<file path="config.mk">
export PLATFORM = sky130hd
export DESIGN_NAME = routing_table_writer
export DESIGN_NICKNAME = d
export VERILOG_FILES = /design/src/rtl/routing_table_writer_pkg.sv /design/src/rtl/routing_table_writer_xy.sv /design/src/rtl/routing_table_writer.sv
export SDC_FILE = /design/constraint.sdc
export NUM_CORES = 1
export LEC_CHECK = 0
export ABC_AREA = 0
export BUFFER_PORTS_ARGS = -buffer_cell sky130_fd_sc_hd__buf_4
export CELL_PAD_IN_SITES_DETAIL_PLACEMENT = 0
export CELL_PAD_IN_SITES_GLOBAL_PLACEMENT = 1
export CORE_MARGIN = 10
export CORE_UTILIZATION = 36
export DETAILED_ROUTE_END_ITERATION = 10
export PLACE_DENSITY_LB_ADDON = 0.15
export SKIP_LAST_GASP = 1
export SYNTH_ARGS = -nofsm -noshare
export SYNTH_HDL_FRONTEND = slang
export SYNTH_SLANG_ARGS = --single-unit
</file>
<file path="constraint.sdc">
create_clock -name clk -period 1.48 [get_ports clk]
set_clock_uncertainty 0.1 [all_clocks]
set_input_delay 0.296 -clock clk [delete_from_list [all_inputs] [get_ports clk]]
set_output_delay 0.296 -clock clk [all_outputs]
set_load 0.01 [all_outputs]
</file>
<file path="src/rtl/routing_table_writer_pkg.sv">
// Shared NoC sizing, direction encoding and FSM state type for the routing table writer.
package routing_table_writer_pkg;

  localparam int NUM_NODES = 16;
  // One spare address bit so out-of-range overrides can reach the port and be rejected.
  localparam int ADDR_BITS = 5;
  localparam int BITS_DIR  = 3;

  localparam logic [BITS_DIR-1:0] DIR_NORTH = 3'd0;
  localparam logic [BITS_DIR-1:0] DIR_EAST  = 3'd1;
  localparam logic [BITS_DIR-1:0] DIR_SOUTH = 3'd2;
  localparam logic [BITS_DIR-1:0] DIR_WEST  = 3'd3;
  localparam logic [BITS_DIR-1:0] DIR_LOCAL = 3'd4;

  typedef enum logic {INIT, RUN} state_t;

  function automatic logic dir_is_legal(input logic [BITS_DIR-1:0] dir);
    return dir <= DIR_LOCAL;
  endfunction

endpackage

</file>
<file path="src/rtl/routing_table_writer_xy.sv">
// Combinational dimension-ordered (X first, then Y) output direction for one destination.
module xy_route_calc
  import routing_table_writer_pkg::*;
#(
  parameter int NODE_ID   = 0,
  parameter int MESH_COLS = 4
) (
  input  logic [ADDR_BITS-1:0] dest,
  output logic [BITS_DIR-1:0]  dir
);

  localparam int SELF_X = NODE_ID % MESH_COLS;
  localparam int SELF_Y = NODE_ID / MESH_COLS;

  int dest_x;
  int dest_y;

  always_comb begin
    dest_x = int'(dest) % MESH_COLS;
    dest_y = int'(dest) / MESH_COLS;
    if (dest_x > SELF_X)      dir = DIR_EAST;
    else if (dest_x < SELF_X) dir = DIR_WEST;
    else if (dest_y > SELF_Y) dir = DIR_SOUTH;
    else if (dest_y < SELF_Y) dir = DIR_NORTH;
    else                      dir = DIR_LOCAL;
  end

endmodule

</file>
<file path="src/rtl/routing_table_writer.sv">
// Fills the routing table with XY routes after reset or restore, then applies
// validated runtime overrides arriving on the valid/ready config port.
module routing_table_writer
  import routing_table_writer_pkg::*;
#(
  parameter int NODE_ID   = 0,
  parameter int MESH_COLS = 4,
  parameter int MESH_ROWS = 4
) (
  input  logic                 clk,
  input  logic                 reset,
  input  logic                 cfg_valid,
  output logic                 cfg_ready,
  input  logic [ADDR_BITS-1:0] cfg_addr,
  input  logic [BITS_DIR-1:0]  cfg_dir,
  input  logic                 cfg_restore,
  output logic                 wr_en,
  output logic [ADDR_BITS-1:0] wr_addr,
  output logic [BITS_DIR-1:0]  wr_data,
  output logic                 init_done,
  output logic                 cfg_err
);

  // Mesh area equals NUM_NODES; the sweep ends on an explicit compare, never on wrap.
  localparam logic [ADDR_BITS-1:0] LAST_IDX = ADDR_BITS'(MESH_COLS * MESH_ROWS - 1);

  state_t                 state, state_next;
  logic [ADDR_BITS-1:0]   idx, idx_next;
  logic [BITS_DIR-1:0]    sweep_dir;
  logic                   wr_en_next, init_done_next, cfg_err_next;
  logic [ADDR_BITS-1:0]   wr_addr_next;
  logic [BITS_DIR-1:0]    wr_data_next;
  logic                   cfg_legal;

  xy_route_calc #(
    .NODE_ID   (NODE_ID),
    .MESH_COLS (MESH_COLS)
  ) u_xy (
    .dest (idx),
    .dir  (sweep_dir)
  );

  assign cfg_ready = (state == RUN) & ~cfg_restore & ~reset;
  assign cfg_legal = (int'(cfg_addr) < NUM_NODES) && dir_is_legal(cfg_dir);

  always_comb begin
    state_next     = state;
    idx_next       = idx;
    wr_en_next     = 1'b0;
    wr_addr_next   = wr_addr;
    wr_data_next   = wr_data;
    init_done_next = init_done;
    cfg_err_next   = 1'b0;
    case (state)
      INIT: begin
        wr_en_next   = 1'b1;
        wr_addr_next = idx;
        wr_data_next = sweep_dir;
        if (idx == LAST_IDX) begin
          state_next = RUN;
          idx_next   = '0;
        end else begin
          idx_next = idx + ADDR_BITS'(1);
        end
      end
      RUN: begin
        // Restore wins over a simultaneous request because cfg_ready is already low.
        if (cfg_restore) begin
          state_next     = INIT;
          idx_next       = '0;
          init_done_next = 1'b0;
        end else begin
          init_done_next = 1'b1;
          if (cfg_valid && cfg_ready) begin
            if (cfg_legal) begin
              wr_en_next   = 1'b1;
              wr_addr_next = cfg_addr;
              wr_data_next = cfg_dir;
            end else begin
              cfg_err_next = 1'b1;
            end
          end
        end
      end
      default: state_next = INIT;
    endcase
  end

  always_ff @(posedge clk) begin
    if (reset) begin
      state     <= INIT;
      idx       <= '0;
      wr_en     <= 1'b0;
      wr_addr   <= '0;
      wr_data   <= '0;
      init_done <= 1'b0;
      cfg_err   <= 1'b0;
    end else begin
      state     <= state_next;
      idx       <= idx_next;
      wr_en     <= wr_en_next;
      wr_addr   <= wr_addr_next;
      wr_data   <= wr_data_next;
      init_done <= init_done_next;
      cfg_err   <= cfg_err_next;
    end
  end

endmodule
</file>
# After elaboration in Yosys (flattened, before gate mapping)
# Cells that the tools add are included.
# totals
regBits	17
latch_bits	0
ramBits	0
rom_bits	0
inputBits	12
output_inout_bits	12
word_cells	52
mem_count	0
# classes
addsub	1
mul	0
div	0
magnitude_cmp	6
eq_ne	5
shifts	0
mux	23
n_bitwise	6
reduce_logical	4
# ops
op	n
$mux 5	5
$mux 3	7
$pmux 5 s2	2
$mux 1	6
$pmux 3 s2	1
$add 5x1->5 const B	1
$eq 5x4->1 const B	1
$lt 5x5->1 const B	1
$ne 2x1->1 const B	2
$ne 2x2->1 const B	2
$not 1->1	4
$pmux 1 s2	2
$reduce_or 4->1	1
$gt 3x1->1 const B	1
$le 3x3->1 const B	1
$lt 3x1->1 const B	1
$reduce_and 3->1	1
$and 1x1->1	2
$gt 2x1->1 const B	1
$logic_and 1x1->1	2
$lt 2x1->1 const B	1

# Logic depth before layout (Yosys ltp)
# Gate-level depths: netlist of the first run.
# logic_depth
ltp_word	7
mapped_depth	5
mapped_depth_nobuf	4

# Cells and area by module
# From an unflattened synthesis of the first run, not the netlist that was laid out.
# hier_totals
cells_unflattened	87
hier_area_um2	805.8
# by_module_without_submodules
mod	instances	cells_per_inst	area_each_um2	seq_area_each_um2
routing_table_writer	1	83	782.0	340.3
xy_route_calc	1	4	23.8	0.0

# Worst setup path after synthesis of the first run
# OpenSTA, ideal clock, no wires.
# synth_path
kind	register -> register
from	register idx[0]
to	register state
setup_ps	65
t_arrival_ps	1061
required_time_ps	1315
setup_slack_ps	254
path_stages_with_launch	5
path_buffers	0
synth_period_minus_slack_ps	1226
path_cell_list	dfxtp_1 -> ha_1 -> nand4b_1 -> mux2_2 -> nor2_1
# synth_between
elab_chain_len	3
# synth_rtl
element	line	rtl
start, declared	routing_table_writer.sv:28	logic [ADDR_BITS-1:0] idx, idx_next;
start signal, assigned	routing_table_writer.sv:100	idx <= idx_next;
$eq 5x4->1	routing_table_writer.sv:59	if (idx == LAST_IDX) begin
$mux 1	routing_table_writer.sv:59	
$pmux 1 s2	routing_table_writer.sv:54	case (state)
end signal, assigned	routing_table_writer.sv:99	state <= state_next;
end, declared	routing_table_writer.sv:27	state_t state, state_next;
# No other way between the ends.
# A chain may end at the register's enable or synchronous reset.

# Final worst setup path of the first run
# layout_path
from	register state
to	output port cfg_ready
# layout_between
elab_chain_len	2
# layout_rtl
element	line	rtl
$and 1x1->1 (2 in series)	routing_table_writer.sv:43	assign cfg_ready = (state == RUN) & ~cfg_restore & ~reset;
end, declared	routing_table_writer.sv:13	output logic cfg_ready,
# No other way between the ends.

==> impl_metrics.env, run 1 <==
export IMPL_synth_distinct_cells=39
export IMPL_ys_ff_latch=17
export IMPL_maxClockFrequency_mhz=710.5
export IMPL_ios=24
export IMPL_grt_overflow=0
export IMPL_max_slew_margin_rel_pct=81.40
export IMPL_yosysWarningCount=0
export IMPL_setup_tns_final_ps=0
export IMPL_cap_viol_max_count=0
export IMPL_synthCells=83
export IMPL_nets=126
export IMPL_drt_first_iter_violations=25
export IMPL_design_area_um2=1049
export IMPL_drc=0
export IMPL_dp_hpwl_mm=1.531
export IMPL_seq_power_share_pct=56.5
export IMPL_grt_pass1_wl_mm=3.222
export IMPL_clkTransAtPathRegs_ps=90
export IMPL_netlist_area_leader_share_pct=43.52
export IMPL_p_leak_nw=0.4258
export IMPL_cp_start_kind="register"
export IMPL_cts_tree="built"
export IMPL_cp_end_kind="output port"
export IMPL_p_sw_mw=0.2170
export IMPL_p_comb_share_pct=15.2
export IMPL_rows=16
export IMPL_start_util_pct=38.68
export IMPL_placed_area_um2=1005
export IMPL_seq_area_um2=345.3
export IMPL_clkLatencyLatePin_ps=290
export IMPL_coreArea_um2=2022
export IMPL_synth_edff_count=0
export IMPL_synthesis_area_um2=782.0
export IMPL_dieArea_um2=4436
export IMPL_crit_arrival_ps=1010
export IMPL_first_pass_iters=4
export IMPL_fin_crit_sh_pct=95.10
export IMPL_detail_route_antenna_nets=0
export IMPL_cts_root_buffer="clkbuf_4"
export IMPL_worst_setup_path_type="register to output port"
export IMPL_cts_max_level=1
export IMPL_cts_made_buffers=3
export IMPL_area_growth_pct=34.08
export IMPL_cp_data_required_time_ps=1080
export IMPL_multi_input_area_um2=429.2
export IMPL_diodes=0
export IMPL_synth_async_reset_ratio_pct=0
export IMPL_reg2reg_slack_ps=140
export IMPL_die_x_um=66.61
export IMPL_vias=711
export IMPL_internal_power_mw=0.6505
export IMPL_setup_violations_final=0
export IMPL_portBuffers=23
export IMPL_gp_congestion=0.7928
export IMPL_min_period_ps=1408
export IMPL_p_sw_share_pct=25.01
export IMPL_wl_mm=1.889
export IMPL_vdd_ir_drop_max_mv=0.6045
export IMPL_grtUsageTotal_pct=9.244
export IMPL_yosysSeqAreaShare_pct=43.52
export IMPL_tightest_slew_ps=277.4
export IMPL_rsz0062_at_grt="false"
export IMPL_synth_top_area_cell="dfxtp_1"
export IMPL_p_per_area_nw_per_um2=827.4
export IMPL_grt_max_degree=13
export IMPL_clock_power_share_pct=28.3
export IMPL_wire_per_inst_um=13.69
export IMPL_syn_num_nets=97
export IMPL_antenna_found_initial=0
export IMPL_postCtsSetupBuffers=0
export IMPL_status="complete, no violations"
export IMPL_clock_sink_count=17
export IMPL_syn_avg_cell_area_um2=9.422
export IMPL_slew_violations=0
export IMPL_grt_pass1_vias=724
export IMPL_synth_area_top_cells="dfxtp_1 44%, a221o_1 5.1%, nor2_1 4.3%"
export IMPL_fillers=207
export IMPL_die_h_um=66.61
export IMPL_final_hold_viol_count=0
export IMPL_clk_path_buf_depth=2
export IMPL_drive_gt1_share_pct=36.04
export IMPL_hold_path_class="primary input to register"
export IMPL_synth_main_ff_cell="dfxtp_1"
export IMPL_vias_per_cell=5.152
export IMPL_path_max_fanout=6
[per-stage QoR]
stage,instances,setup slack (ps),utilization [%],hold slack [ps],power [mW]
6_report,138,72.46,51.86,124.3,0.8675
5_1_grt,138,2.293,51.86,115.9,0.9172
4_1_cts,138,9.451,51.18,117.7,0.8823
3_5_place_dp,134,49.38,49.69,355.6,0.6341
3_3_place_gp,134,81.84,49.69,353.2,0.6339
2_1_floorplan,83,254.3,-,316.7,0.5636
[cells by family (layout without fill, tap and decap cells)]
family / after synthesis / after routing / synth area share, %
AOI/OAI and AO/OA: 26 / 26 / 25.28
DFF: 17 / 17 / 43.52
adders and majority gates: 2 / 2 / 3.199
buffers and inverters: 6 / 34 / 3.198
and+or+nand+nor: 29 / 29 / 21.12
muxes: 1 / 1 / 1.440
xor gates and xnor gates: 2 / 2 / 2.240
[layout make-up]
type / count / area share [%]
multi-input combinational: 60 / 40.93
clock buffer: 4 / 2.506
inverter: 3 / 1.074
tap: 27 / 3.222
timing repair buffer: 27 / 19.33
sequential: 17 / 32.94
[Yosys cell counts (2+ instances only)]
master / n
a21oi_1: 5
a221o_1: 4
and2_1: 2
dfxtp_1: 17
ha_1: 2
inv_1: 3
nand2_1: 6
nand2b_1: 2
nand3_1: 2
nor2_1: 9
nor3_1: 2
o21a_1: 2
[layer usage]
metal	vias up	track usage (%)	routed length [um]
met2	22	14.34	845
met5	-	0	0
met4	0	3.141	19
li1	366	-	-
met1	321	10.28	815
met3	2	5.351	210
[registers in the layout, indices dropped and copies added (netlist names)]
register and count:
init_done 1, cfg_err 1, wr_data 3, idx 5, wr_addr 5, state 1, wr_en 1
[repair_timing]
action	CTS	global route
endpoints found under the setup margin	1	2
resized for setup	2	4
pin swaps	0	1
hold buffers	0	0
[critical path: stages, from the launching register on]
cell and delay [ps]:
dfxtp_4 390, nand2b_4 70, nor2_2 130, buf_4 130
[power groups by stage]
stage          logic, mW  clock network (mW)  registers, mW
2_1_floorplan     0.0585                   0          0.505
3_3_place_gp       0.132                   0          0.502
3_5_place_dp       0.132                   0          0.502
4_1_cts            0.133               0.258          0.491
5_1_grt            0.150               0.275          0.493
6_report           0.132               0.246          0.490
[placed cells by master, fill, tap and decap left out, types with 2 or more instances in the layout]
cell and n:
inv_1 3, nand3_1 2, clkbuf_4 3, and2_1 2, buf_4 27, nor3_1 2
a21oi_1 5, a221o_1 4, nor2_1 8, nand2_1 6, o21a_1 2, dfxtp_1 15
[final timing paths]
| kind | startpoint | end | cells past startpoint |
|---|---|---|---|
| worst max-delay path | state | cfg_ready | 3 |
| worst min-delay path | cfg_addr[3] | wr_addr[3] | 2 |
| worst min register to register | idx[4] | idx[4] | 2 |
| worst max register to register | idx[1] | state | 4 |
Note: power is estimated with default switching activity, not from simulation.
==> run 2: changes to the inputs <==
==> constraint.sdc (replaced) <==
create_clock -name clk -period 1.48 [get_ports clk]
set_clock_uncertainty 0.1 [all_clocks]
set_input_delay 0.074 -clock clk [delete_from_list [all_inputs] [get_ports clk]]
set_output_delay 0.074 -clock clk [all_outputs]
set_load 0.01 [all_outputs]
==> impl_metrics.env, run 2 (synthesized netlist as in run 1, its figures left out) <==
export IMPL_status="complete, no violations"
export IMPL_max_slew_margin_rel_pct=80.58
export IMPL_cts_made_buffers=3
export IMPL_area_growth_pct=40.64
export IMPL_grtUsageTotal_pct=10.07
export IMPL_start_util_pct=38.68
export IMPL_clock_sink_count=17
export IMPL_slew_violations=0
export IMPL_cp_end_kind="register"
export IMPL_die_x_um=66.61
export IMPL_antenna_found_initial=0
export IMPL_power_mw=0.8873
export IMPL_cp_slowest_stage_delay_ps=530
export IMPL_drt_first_iter_violations=20
export IMPL_critical_path_cell_chain="dlygate4sd3_1, buf_4, nor3b_4, buf_4, nand3_1, a311oi_1"
export IMPL_wire_per_inst_um=14.67
export IMPL_grt_max_degree=12
export IMPL_cp_data_required_time_ps=1590
export IMPL_dieArea_um2=4436
export IMPL_vdd_ir_drop_max_mv=0.6426
export IMPL_vias_per_cell=5.250
export IMPL_crit_arrival_ps=1520
export IMPL_vias=756
export IMPL_drive_gt1_share_pct=29.91
export IMPL_maxClockFrequency_mhz=710.8
export IMPL_cp_start_kind="primary input"
export IMPL_fin_crit_sh_pct=95.06
export IMPL_rsz0062_at_grt="false"
export IMPL_coreArea_um2=2022
export IMPL_crit_path_frequent_cell="buf_4"
export IMPL_first_pass_iters=4
export IMPL_clkTransAtPathRegs_ps=100
export IMPL_final_hold_viol_count=0
export IMPL_worst_setup_path_type="primary input to register"
export IMPL_cts_tree="built"
export IMPL_grt_overflow=0
export IMPL_min_period_ps=1407
export IMPL_cts_max_level=1
export IMPL_ios=24
export IMPL_layout_commonest_cell="buf_4"
export IMPL_reg_top3="idx: 5 flops, wr_addr: 5 flops, wr_data: 3 flops"
export IMPL_cap_viol_max_count=0
export IMPL_clk_path_buf_depth=2
export IMPL_crit_buf_inv=3
export IMPL_cp_slowest_cell="dlygate4sd3_1"
export IMPL_grt_pass1_wl_mm=3.574
export IMPL_p_per_area_nw_per_um2=806.8
export IMPL_rows=16
export IMPL_grt_pass1_vias=780
export IMPL_placed_area_um2=982.2
export IMPL_setup_violations_final=0
export IMPL_gp_congestion=0.8163
export IMPL_drc=0
export IMPL_nets=132
export IMPL_crit_family="buffers and inverters"
export IMPL_detail_route_antenna_nets=0
export IMPL_cts_root_buffer="clkbuf_4"
export IMPL_path_max_fanout=4
export IMPL_p_leak_nw=0.4465
export IMPL_portBuffers=23
export IMPL_wl_mm=2.112
export IMPL_dp_hpwl_mm=1.518
export IMPL_die_h_um=66.61
export IMPL_layout_common_cells="25 x buf_4, 16 x dfxtp_1, 8 x nor2_1, 8 x dlygate4sd3_1, 6 x nand2_1"
export IMPL_hold_path_class="primary input to register"
export IMPL_whs_ps=10.56
export IMPL_setup_tns_final_ps=0
export IMPL_tightest_slew_ps=290.4
export IMPL_diodes=0
export IMPL_design_area_um2=1100
export IMPL_clkLatencyLatePin_ps=290
## run 2: changes by cell type in the layout (fill, tap and decap cells not counted), sizes merged
cell / previous run / this run
buf: 27 / 25
dlygate4sd3: 0 / 8
## run 2: worst register-to-register path: stages (launching register included)
cell and delay (ps):
dfxtp_1 410, ha_1 230, nand4b_1 200, mux2_2 320, nor2_1 70
## run 2: cell type report
type | instances | area, um2
Clock buffer | 4 | 26.28
Fill cell | 194 | 922.1
Inverter | 3 | 11.26
Multi-Input combinational cell | 60 | 419.2
Sequential cell | 17 | 341.6
Tap cell | 27 | 33.78
Timing Repair Buffer | 33 | 267.8
## run 2: path summary, 6_finish.rpt
kind	slack, ps	depth (start not counted)	to	startpoint
hold / removal	10	3	cfg_err	cfg_valid
setup / recovery	70	6	wr_data[1]	cfg_addr[4]
setup reg to reg	90	4	state	idx[0]
hold reg to reg	370	2	idx[4]	idx[4]
## run 2: per-layer routing
layer  share of wire (%)  global-route usage (%)  wire length [um]  vias up
met1                  43                   11.27               918      349
li1                    -                       -                 -      382
met4                 1.8                   5.236                39        0
met2                  46                   15.05               968       21
met3                 8.8                   5.351               186        4
met5                   0                       0                 0        -
## run 2: what timing repair did
item / 4_1_cts / 5_1_grt
endpoints found under the setup margin: 1 / 5
pin swaps: 0 / 1
resized for setup: 1 / 1
endpoints found under the hold margin: 12 / 0
buffers inserted: 0 / 1
hold buffers: 8 / 0
## run 2: stage by stage
stage	setup slack [ps]	std cells	utilization, %
2_1_floorplan	254.3	83	-
3_3_place_gp	92.76	131	48.58
3_5_place_dp	93.91	131	48.58
4_1_cts	27.09	143	53.90
5_1_grt	2.570	144	54.39
6_report	73.08	144	54.39
## run 2: where the power goes
group	switching, mW	internal (mW)	leakage (nW)	total [mW]
registers	0.0147	0.476	0.139	0.491
logic	0.0659	0.0808	0.292	0.147
clock network	0.145	0.105	0.0150	0.250
